$ cat config.mk
export PLATFORM = sky130hd
export DESIGN_NAME = fifo_stream_out
export DESIGN_NICKNAME = d
export VERILOG_FILES = /design/src/rtl/fifo_pkg.sv /design/src/rtl/fifo_skid_buf.sv /design/src/rtl/fifo_stream_out.sv
export SDC_FILE = /design/constraint.sdc
export NUM_CORES = 1
export LEC_CHECK = 0
export CELL_PAD_IN_SITES_DETAIL_PLACEMENT = 1
export CELL_PAD_IN_SITES_GLOBAL_PLACEMENT = 2
export CORE_ASPECT_RATIO = 2
export CORE_MARGIN = 2
export CORE_UTILIZATION = 25
export CTS_CLUSTER_SIZE = 8
export DETAILED_ROUTE_END_ITERATION = 12
export PLACE_DENSITY_LB_ADDON = 0.1
export SYNTH_ARGS = -nofsm -noshare
export SYNTH_HDL_FRONTEND = slang
export SYNTH_SLANG_ARGS = --single-unit
export TNS_END_PERCENT = 1
$ cat constraint.sdc
create_clock -name clk -period 1.6 [get_ports clk]
set_clock_uncertainty 0.05 [all_clocks]
set_input_delay 0.48 -clock clk [delete_from_list [all_inputs] [get_ports clk]]
set_output_delay 0.48 -clock clk [all_outputs]
set_load 0.03 [all_outputs]
$ cat src/rtl/fifo_pkg.sv
// Shared constants and types for the FIFO read-side drain stage.
package fifo_pkg;

   localparam int DEF_DATA_WIDTH = 8;
   localparam int OUT_BUF_DEPTH  = 2;

   typedef logic [1:0] occ_t;

endpackage

$ cat src/rtl/fifo_skid_buf.sv
// Two-entry output buffer: capture at wr_ptr, present head at rd_ptr, wrapping 1-bit pointers.
module fifo_skid_buf
   import fifo_pkg::*;
#(
   parameter int DATA_WIDTH = DEF_DATA_WIDTH
) (
   input  logic                  clk,
   input  logic                  areset,
   input  logic                  cap,
   input  logic [DATA_WIDTH-1:0] cap_data,
   input  logic                  pop,
   output occ_t                  count,
   output logic [DATA_WIDTH-1:0] head_data
);

   logic [DATA_WIDTH-1:0] mem [OUT_BUF_DEPTH];
   logic                  wr_ptr;
   logic                  rd_ptr;

   always_ff @(posedge clk or posedge areset) begin
      if (areset) begin
         for (int i = 0; i < OUT_BUF_DEPTH; i++) mem[i] <= '0;
         wr_ptr <= 1'b0;
         rd_ptr <= 1'b0;
         count  <= '0;
      end else begin
         if (cap) begin
            mem[wr_ptr] <= cap_data;
            wr_ptr      <= ~wr_ptr;
         end
         if (pop) rd_ptr <= ~rd_ptr;
         case ({cap, pop})
            2'b10:   count <= count + 2'd1;
            2'b01:   count <= count - 2'd1;
            default: count <= count;
         endcase
      end
   end

   assign head_data = mem[rd_ptr];

   // When full the pointers coincide, so a capture is only safe if the head leaves on the same edge.
   a_no_overflow: assert property (@(posedge clk) disable iff (areset)
      !(cap && !pop && (count == 2'd2)));

endmodule

$ cat src/rtl/fifo_stream_out.sv
// FIFO read-side drain: converts empty/read into a valid/ready stream through a 2-entry buffer.
// Optional beat/stall statistics counters are built when STREAM_STATS_EN is defined.
module fifo_stream_out
   import fifo_pkg::*;
#(
   parameter int DATA_WIDTH = DEF_DATA_WIDTH,
   parameter int RD_LATENCY = 1
) (
   input  logic                  clk,
   input  logic                  areset,
   input  logic                  fifo_empty,
   output logic                  fifo_rd,
   input  logic [DATA_WIDTH-1:0] fifo_rdata,
   output logic                  out_valid,
   input  logic                  out_ready,
   output logic [DATA_WIDTH-1:0] out_data
`ifdef STREAM_STATS_EN
   ,
   output logic [15:0]           beat_cnt,
   output logic [15:0]           stall_cnt
`endif
);

   occ_t count;
   occ_t occ;
   logic inflight;
   logic cap;
   logic pop;

   assign out_valid = (count != 2'd0);
   assign pop       = out_valid & out_ready;
   assign occ       = count + {1'b0, inflight};
   // A pop frees a slot this edge, so a read may be issued even at full credit.
   assign fifo_rd   = ~fifo_empty & ((occ < 2'd2) | pop);

   generate
      if (RD_LATENCY == 0) begin : g_lat0
         assign inflight = 1'b0;
         assign cap      = fifo_rd;
      end else begin : g_lat1
         always_ff @(posedge clk or posedge areset) begin
            if (areset) inflight <= 1'b0;
            else        inflight <= fifo_rd;
         end
         assign cap = inflight;
      end
   endgenerate

   fifo_skid_buf #(
      .DATA_WIDTH (DATA_WIDTH)
   ) u_buf (
      .clk       (clk),
      .areset    (areset),
      .cap       (cap),
      .cap_data  (fifo_rdata),
      .pop       (pop),
      .count     (count),
      .head_data (out_data)
   );

`ifdef STREAM_STATS_EN
   always_ff @(posedge clk or posedge areset) begin
      if (areset) begin
         beat_cnt  <= '0;
         stall_cnt <= '0;
      end else begin
         if (pop && (beat_cnt != 16'hFFFF))
            beat_cnt <= beat_cnt + 16'd1;
         if (out_valid && !out_ready && (stall_cnt != 16'hFFFF))
            stall_cnt <= stall_cnt + 16'd1;
      end
   end
`endif

endmodule

==> flow_metrics.py, run 1 <==
metrics = {
    "logic_synthesis": {
        "avgSynthCellArea_um2": 14.6,
        "yosys_warnings": 0,
        "seq_area_frac_synth_pct": 57.0,
        "ys_ff_latch": 21,
        "synth_area_um2": 922,
        "yosysTopAreaCellShare_pct": 57.0,
        "syn_nets": 76,
        "synthCells": 63,
        "synth_cell_types": 15,
        "ys_top_cells_by_area": "dfrtp_1 (57%), mux2_2 (29%), xnor2_1 (2.8%)",
        "yosys.area.top_type": "dfrtp_1",
    },
    "job": {
        "drv_cap": 0,
    },
    "die": {
        "die_h_um": 89.9,
        "io_pins": 22,
        "die_area_mm2": 0.00422,
        "initial_utilization_pct": 25.8,
        "die_w_um": 46.9,
        "row_count": 31,
        "core_region_area_mm2": 0.00357,
    },
    "setup_path": {
        "rr_worst_depth": 5,
        "worstPathArrival_ns": 1.24,
        "r2r-end": "u_buf.count[1]",
        "end_kind": "output port",
        "worst-path-stages": 3,
        "crit_required_ns": 1.07,
        "path_common_cell": "buf_6",
        "path_buf_inv": 2,
        "r2r_start": "u_buf.count[1]",
        "cp_cell_sequence": "buf_6 > mux2_2 > buf_6",
        "worstSetupPathType": "flip-flop to output port",
        "r2r_setup_slack_ns": 0.02,
        "start_kind": "flip-flop",
        "crit_fanout": 5,
        "worst_path_largest_cell_delay_ns": 0.38,
        "slowest_stage": "dfrtp_2",
        "crit_family": "flip-flops",
    },
    "grt": {
        "grt_pass1_vias": 710,
        "grt_pass1_wl_um": 3160,
        "grt_usage_pct": 10.6,
        "grt_overflow": 0,
        "grt_max_degree": 22,
        "antenna_found_initial": 0,
    },
    "final_layout": {
        "drive_gt1_share_pct": 58.6,
        "multiInputGateArea_um2": 399,
        "n_fill_cell": 401,
        "n_antenna_cell": 0,
        "final_cell_mix": "mux2_2 (24), dfrtp_1 (20), buf_6 (13), clkdlybuf4s50_1 (10), buf_4 (9)",
        "regArea_um2": 527,
        "area_delta_synth_final_pct": 48.2,
        "stdcell_area_mm2": 0.00137,
        "nNetsFinal": 113,
        "layout_commonest_cell": "mux2_2",
    },
    "pwr": {
        "p_leak_nw": 0.602,
        "power.density_mw_per_mm2": 2280,
        "power_mw": 3.12,
        "irDropWorstVdd_mv": 1.01,
    },
    "drt": {
        "wire_per_inst_um": 12.7,
        "drt-pass1-iter-count": 3,
        "drc": 0,
        "first_iter_violations": 5,
        "via_count": 606,
        "avgViaCountPerCell": 4.09,
        "wirelength_um": 1880,
        "ant_nets": 0,
    },
    "clock_network": {
        "h-tree-depth": 1,
        "cts_sinks": 21,
        "clock_tree.buffer_depth": 2,
        "cts_buffers": 3,
        "cts_tree": "done",
        "cts_hold_buf": 0,
        "cts_root_buffer": "clkbuf_8",
        "cts.clk_slew.worst_paths_ns": 0.07,
        "clk_latency_ns": 0.25,
    },
    "sta": {
        "slew_violations": 0,
        "hold_viol_final": 0,
        "rsz0062_at_grt": "yes",
        "tightest_slew_ns": 0.273,
        "fmax_ghz": 0.564,
        "relSlewSlack_pct": 81.7,
        "fin_crit_ns": 1.77,
        "finalCritPeriodShare_pct": 111,
        "worst_slack_ns": -0.173,
        "finalSetupViolCount": 10,
    },
    "min_path": {
        "hold_depth": 1,
        "hold_end": "u_buf.mem[1]",
        "hold_start": "u_buf.mem[1]",
        "hold_path.class": "flip-flop to flip-flop",
    },
    "placed_design": {
        "dpl_cell_area_mm2": 0.00123,
        "gp_congestion": 0.635,
        "portBuffers": 21,
        "post-dp-hpwl_um": 1400,
    },
    "outcome": {
        "violations": "negative setup slack",
        "status": "finished with violations",
    },
}
## metal layers
layer  wire [um]  global-route usage (%)  vias up
met1         690                    10.3      305
li1            -                       -      286
met3          70                    2.01        2
met2        1090                    19.1       13
met4          31                    5.56        0
met5           0                       0        -
## cells by family (layout without fill, tap and decap cells)
group	count (synthesis)	in the layout	synth area share (%)
compound gates	1	1	0.542
xor+xnor	6	6	5.70
fa+ha+maj	1	1	1.36
buf+inv	4	40	1.76
flops	21	21	57.0
mux	24	24	29.3
simple gates	6	6	4.34
## how the worst max path moves through the flow
stage | to | startpoint | slack, ns
global route | fifo_rd | u_buf.count[1] | -0.23
global placement | out_data[5] | u_buf.rd_ptr | -0.49
floorplan | u_buf.count[1] | u_buf.count[1] | -0.05
finish | out_data[3] | u_buf.rd_ptr | -0.17
detailed placement | out_data[3] | u_buf.rd_ptr | -0.50
CTS | out_data[4] | u_buf.rd_ptr | -0.18
## area by class of cell
type	instances	share of cell area [%]
clock buffers	4	3.30
multi-input cells	38	29.2
flip-flops and latches	21	38.6
repair buffers	33	23.6
inverters	3	0.824
well taps	49	4.49
## per-stage QoR
stage	hold slack [ns]	setup TNS (ns)	utilization (%)	worst slack (ns)	cells
after floorplan	0.407	-0.0483	-	-0.0483	63
after detailed placement	0.441	-4.63	34.6	-0.498	138
after global routing	0.482	-2.12	38.3	-0.232	148
final	0.456	-1.54	38.3	-0.173	148
after CTS	0.460	-1.63	37.5	-0.179	145
after global placement	0.434	-4.59	34.6	-0.495	138
## power by group
| part | switching, mW | internal (mW) | total (mW) |
|---|---|---|---|
| Clock | 0.163 | 0.177 | 0.340 |
| Sequential | 0.144 | 0.806 | 0.950 |
| Combinational | 0.832 | 1.00 | 1.83 |
| Total | 1.14 | 1.98 | 3.12 |
## flip-flops by register name (all words and copies together), names as in the netlist
signal,cells
u_buf.mem,16
u_buf.rd_ptr,1
u_buf.wr_ptr,1
u_buf.count,2
cap,1
## what timing repair did
item                                    CTS  global route
endpoints found under the setup margin   10            11
resized for setup                        72             1
setup buffers                             3             3
pin swaps                                 1             1
## cell usage after synthesis
cell type  count
and2_4         1
a21oi_1        1
or2_2          1
nand2_1        1
ha_1           1
nand2_2        1
nor2_4         1
xnor2_1        3
mux2_2        24
inv_1          2
dfrtp_1       21
buf_2          1
xor2_1         3
inv_2          1
nor2_1         1
(Power assumes the default switching activity.)
==> run 2, diff against run 1 <==
--- a/config.mk
+++ b/config.mk
@@ -8,7 +8,7 @@
 export CELL_PAD_IN_SITES_DETAIL_PLACEMENT = 1
 export CELL_PAD_IN_SITES_GLOBAL_PLACEMENT = 2
 export CORE_ASPECT_RATIO = 2
-export CORE_MARGIN = 2
+export CORE_MARGIN = 4
 export CORE_UTILIZATION = 25
 export CTS_CLUSTER_SIZE = 8
 export DETAILED_ROUTE_END_ITERATION = 12
==> flow_metrics.py, run 2 (synthesis results as in run 1) <==
metrics = {
    "placed_design": {
        "gp_congestion": 0.649,
        "portBuffers": 21,
        "dpl_cell_area_mm2": 0.00123,
        "preCtsSetupSlack_ns": -0.495,
        "post-dp-hpwl_um": 1340,
        "dpl.cell_count": 138,
    },
    "drt": {
        "ant_nets": 0,
        "via_count": 611,
        "wire_per_inst_um": 12.8,
        "drt-pass1-iter-count": 2,
        "wirelength_um": 1870,
        "avgViaCountPerCell": 4.18,
        "first_iter_violations": 2,
        "drc": 0,
    },
    "die": {
        "row_count": 31,
        "die_h_um": 93.9,
        "io_pins": 22,
        "die_w_um": 50.9,
        "core_region_area_mm2": 0.00361,
        "initial_utilization_pct": 25.6,
        "die_area_mm2": 0.00478,
    },
    "clock_network": {
        "cts.clk_slew.worst_paths_ns": 0.07,
        "clk_latency_ns": 0.25,
        "cts_tree": "done",
        "cts_sinks": 21,
        "clock_tree.buffer_depth": 2,
        "cts_buffers": 3,
        "h-tree-depth": 1,
        "cts_root_buffer": "clkbuf_8",
    },
    "final_layout": {
        "final_cell_mix": "mux2_2 (23), dfrtp_1 (20), buf_6 (12), clkdlybuf4s50_1 (10), buf_4 (7)",
        "n_antenna_cell": 0,
        "drive_gt1_share_pct": 59.8,
        "nNetsFinal": 111,
        "stdcell_area_mm2": 0.00137,
        "reg_top3": "u_buf.mem: 16 flops, u_buf.count: 2 flops",
        "final_core_util_pct": 37.8,
        "layout_commonest_cell": "mux2_2",
        "layout.cells.non_filler": 146,
        "area_delta_synth_final_pct": 48.0,
        "largest_register_ffs": 16,
        "max_flop_register": "u_buf.mem",
    },
    "sta": {
        "finalSetupTns_ns": -1.67,
        "relSlewSlack_pct": 81.4,
        "finalCritPeriodShare_pct": 111,
        "rsz0062_at_grt": "yes",
        "slew_violations": 0,
        "tightest_slew_ns": 0.279,
        "hold_viol_final": 0,
        "fmax_ghz": 0.561,
        "fin_hold_ws_ns": 0.452,
        "worst_slack_ns": -0.182,
        "finalSetupViolCount": 10,
        "fin_crit_ns": 1.78,
    },
    "setup_path": {
        "cp_cell_sequence": "buf_6 > mux2_2 > buf_6",
        "crit_fanout": 5,
        "path_common_cell": "buf_6",
        "path_buf_inv": 2,
        "worst_path_largest_cell_delay_ns": 0.38,
        "slowest_stage": "dfrtp_2",
        "start_kind": "flip-flop",
        "crit_family": "flip-flops",
        "worstPathArrival_ns": 1.25,
        "r2r_start": "u_buf.count[0]",
        "crit_required_ns": 1.07,
        "end_kind": "output port",
        "worstSetupPathType": "flip-flop to output port",
        "cp-startpoint": "u_buf.rd_ptr",
    },
    "min_path": {
        "hold_start": "u_buf.mem[6]",
        "hold_path.class": "flip-flop to flip-flop",
    },
    "grt": {
        "grt_usage_pct": 8.92,
        "antenna_found_initial": 0,
        "grt_max_degree": 22,
        "grt_overflow": 0,
        "grt_pass1_wl_um": 3150,
        "grt_pass1_vias": 677,
    },
    "pwr": {
        "irDropWorstVdd_mv": 0.971,
        "pwr-share-seq_pct": 30.4,
        "power.density_mw_per_mm2": 2280,
        "pwr-share-clk_pct": 10.8,
        "comb_power_share_pct": 58.8,
        "p_leak_nw": 0.601,
        "switching_share_pct": 36.4,
        "internal_power_mw": 1.98,
        "net-switching-power_mw": 1.14,
        "power_mw": 3.12,
    },
    "outcome": {
        "status": "finished with violations",
        "violations": "negative setup slack",
    },
    "job": {
        "drv_cap": 0,
    },
}
-- run 2: layout make-up --
type,count,area (um2)
fillers,400,2240
flip-flops and latches,21,527
multi-input cells,38,413
repair buffers,31,308
well taps,49,61.3
clock buffers,4,45.0
inverters,3,11.3
-- run 2: layer usage --
| layer | wire length, um | global-route usage (%) | vias to the layer above |
|---|---|---|---|
| met3 | 73 | 1.43 | 4 |
| met2 | 1090 | 16.9 | 14 |
| li1 | - | - | 281 |
| met4 | 39 | 4.72 | 0 |
| met1 | 660 | 8.77 | 312 |
| met5 | 0 | 0 | - |
-- run 2: worst register-to-register path: cells and delay by family (launching register included) --
| kind | cells | cell delay (ns) |
|---|---|---|
| flops | 1 | 0.39 |
| fa+ha+maj | 1 | 0.31 |
| simple gates | 3 | 0.59 |
| xor+xnor | 1 | 0.14 |
-- run 2: worst paths after layout --
path | endpoint | slack [ns] | depth (start not counted)
worst max-delay path | out_data[2] | -0.18 | 3
worst min-delay path | u_buf.mem[6] | 0.45 | 1
worst max register to register | u_buf.count[1] | 0.05 | 5
worst min register to register | u_buf.mem[6] | 0.45 | 1
max in group asynchronous | u_buf.rd_ptr | 0.75 | 3
min in group asynchronous | cap | 0.50 | 3
-- run 2: what timing repair did --
item	4_1_cts	5_1_grt
hold endpoints to repair	0	0
endpoints found under the setup margin	10	11
hold buffers	0	0
setup buffers	3	1
pin swaps	1	3
resized for setup	60	6
-- run 2: power by group through the flow --
| stage | Clock [mW] | Sequential, mW | Combinational [mW] |
|---|---|---|---|
| 2_1_floorplan | 0 | 0.927 | 1.07 |
| 3_3_place_gp | 0 | 0.982 | 1.56 |
| 3_5_place_dp | 0 | 0.993 | 1.57 |
| 4_1_cts | 0.357 | 0.947 | 1.79 |
| 5_1_grt | 0.375 | 0.988 | 1.96 |
| 6_report | 0.338 | 0.946 | 1.83 |
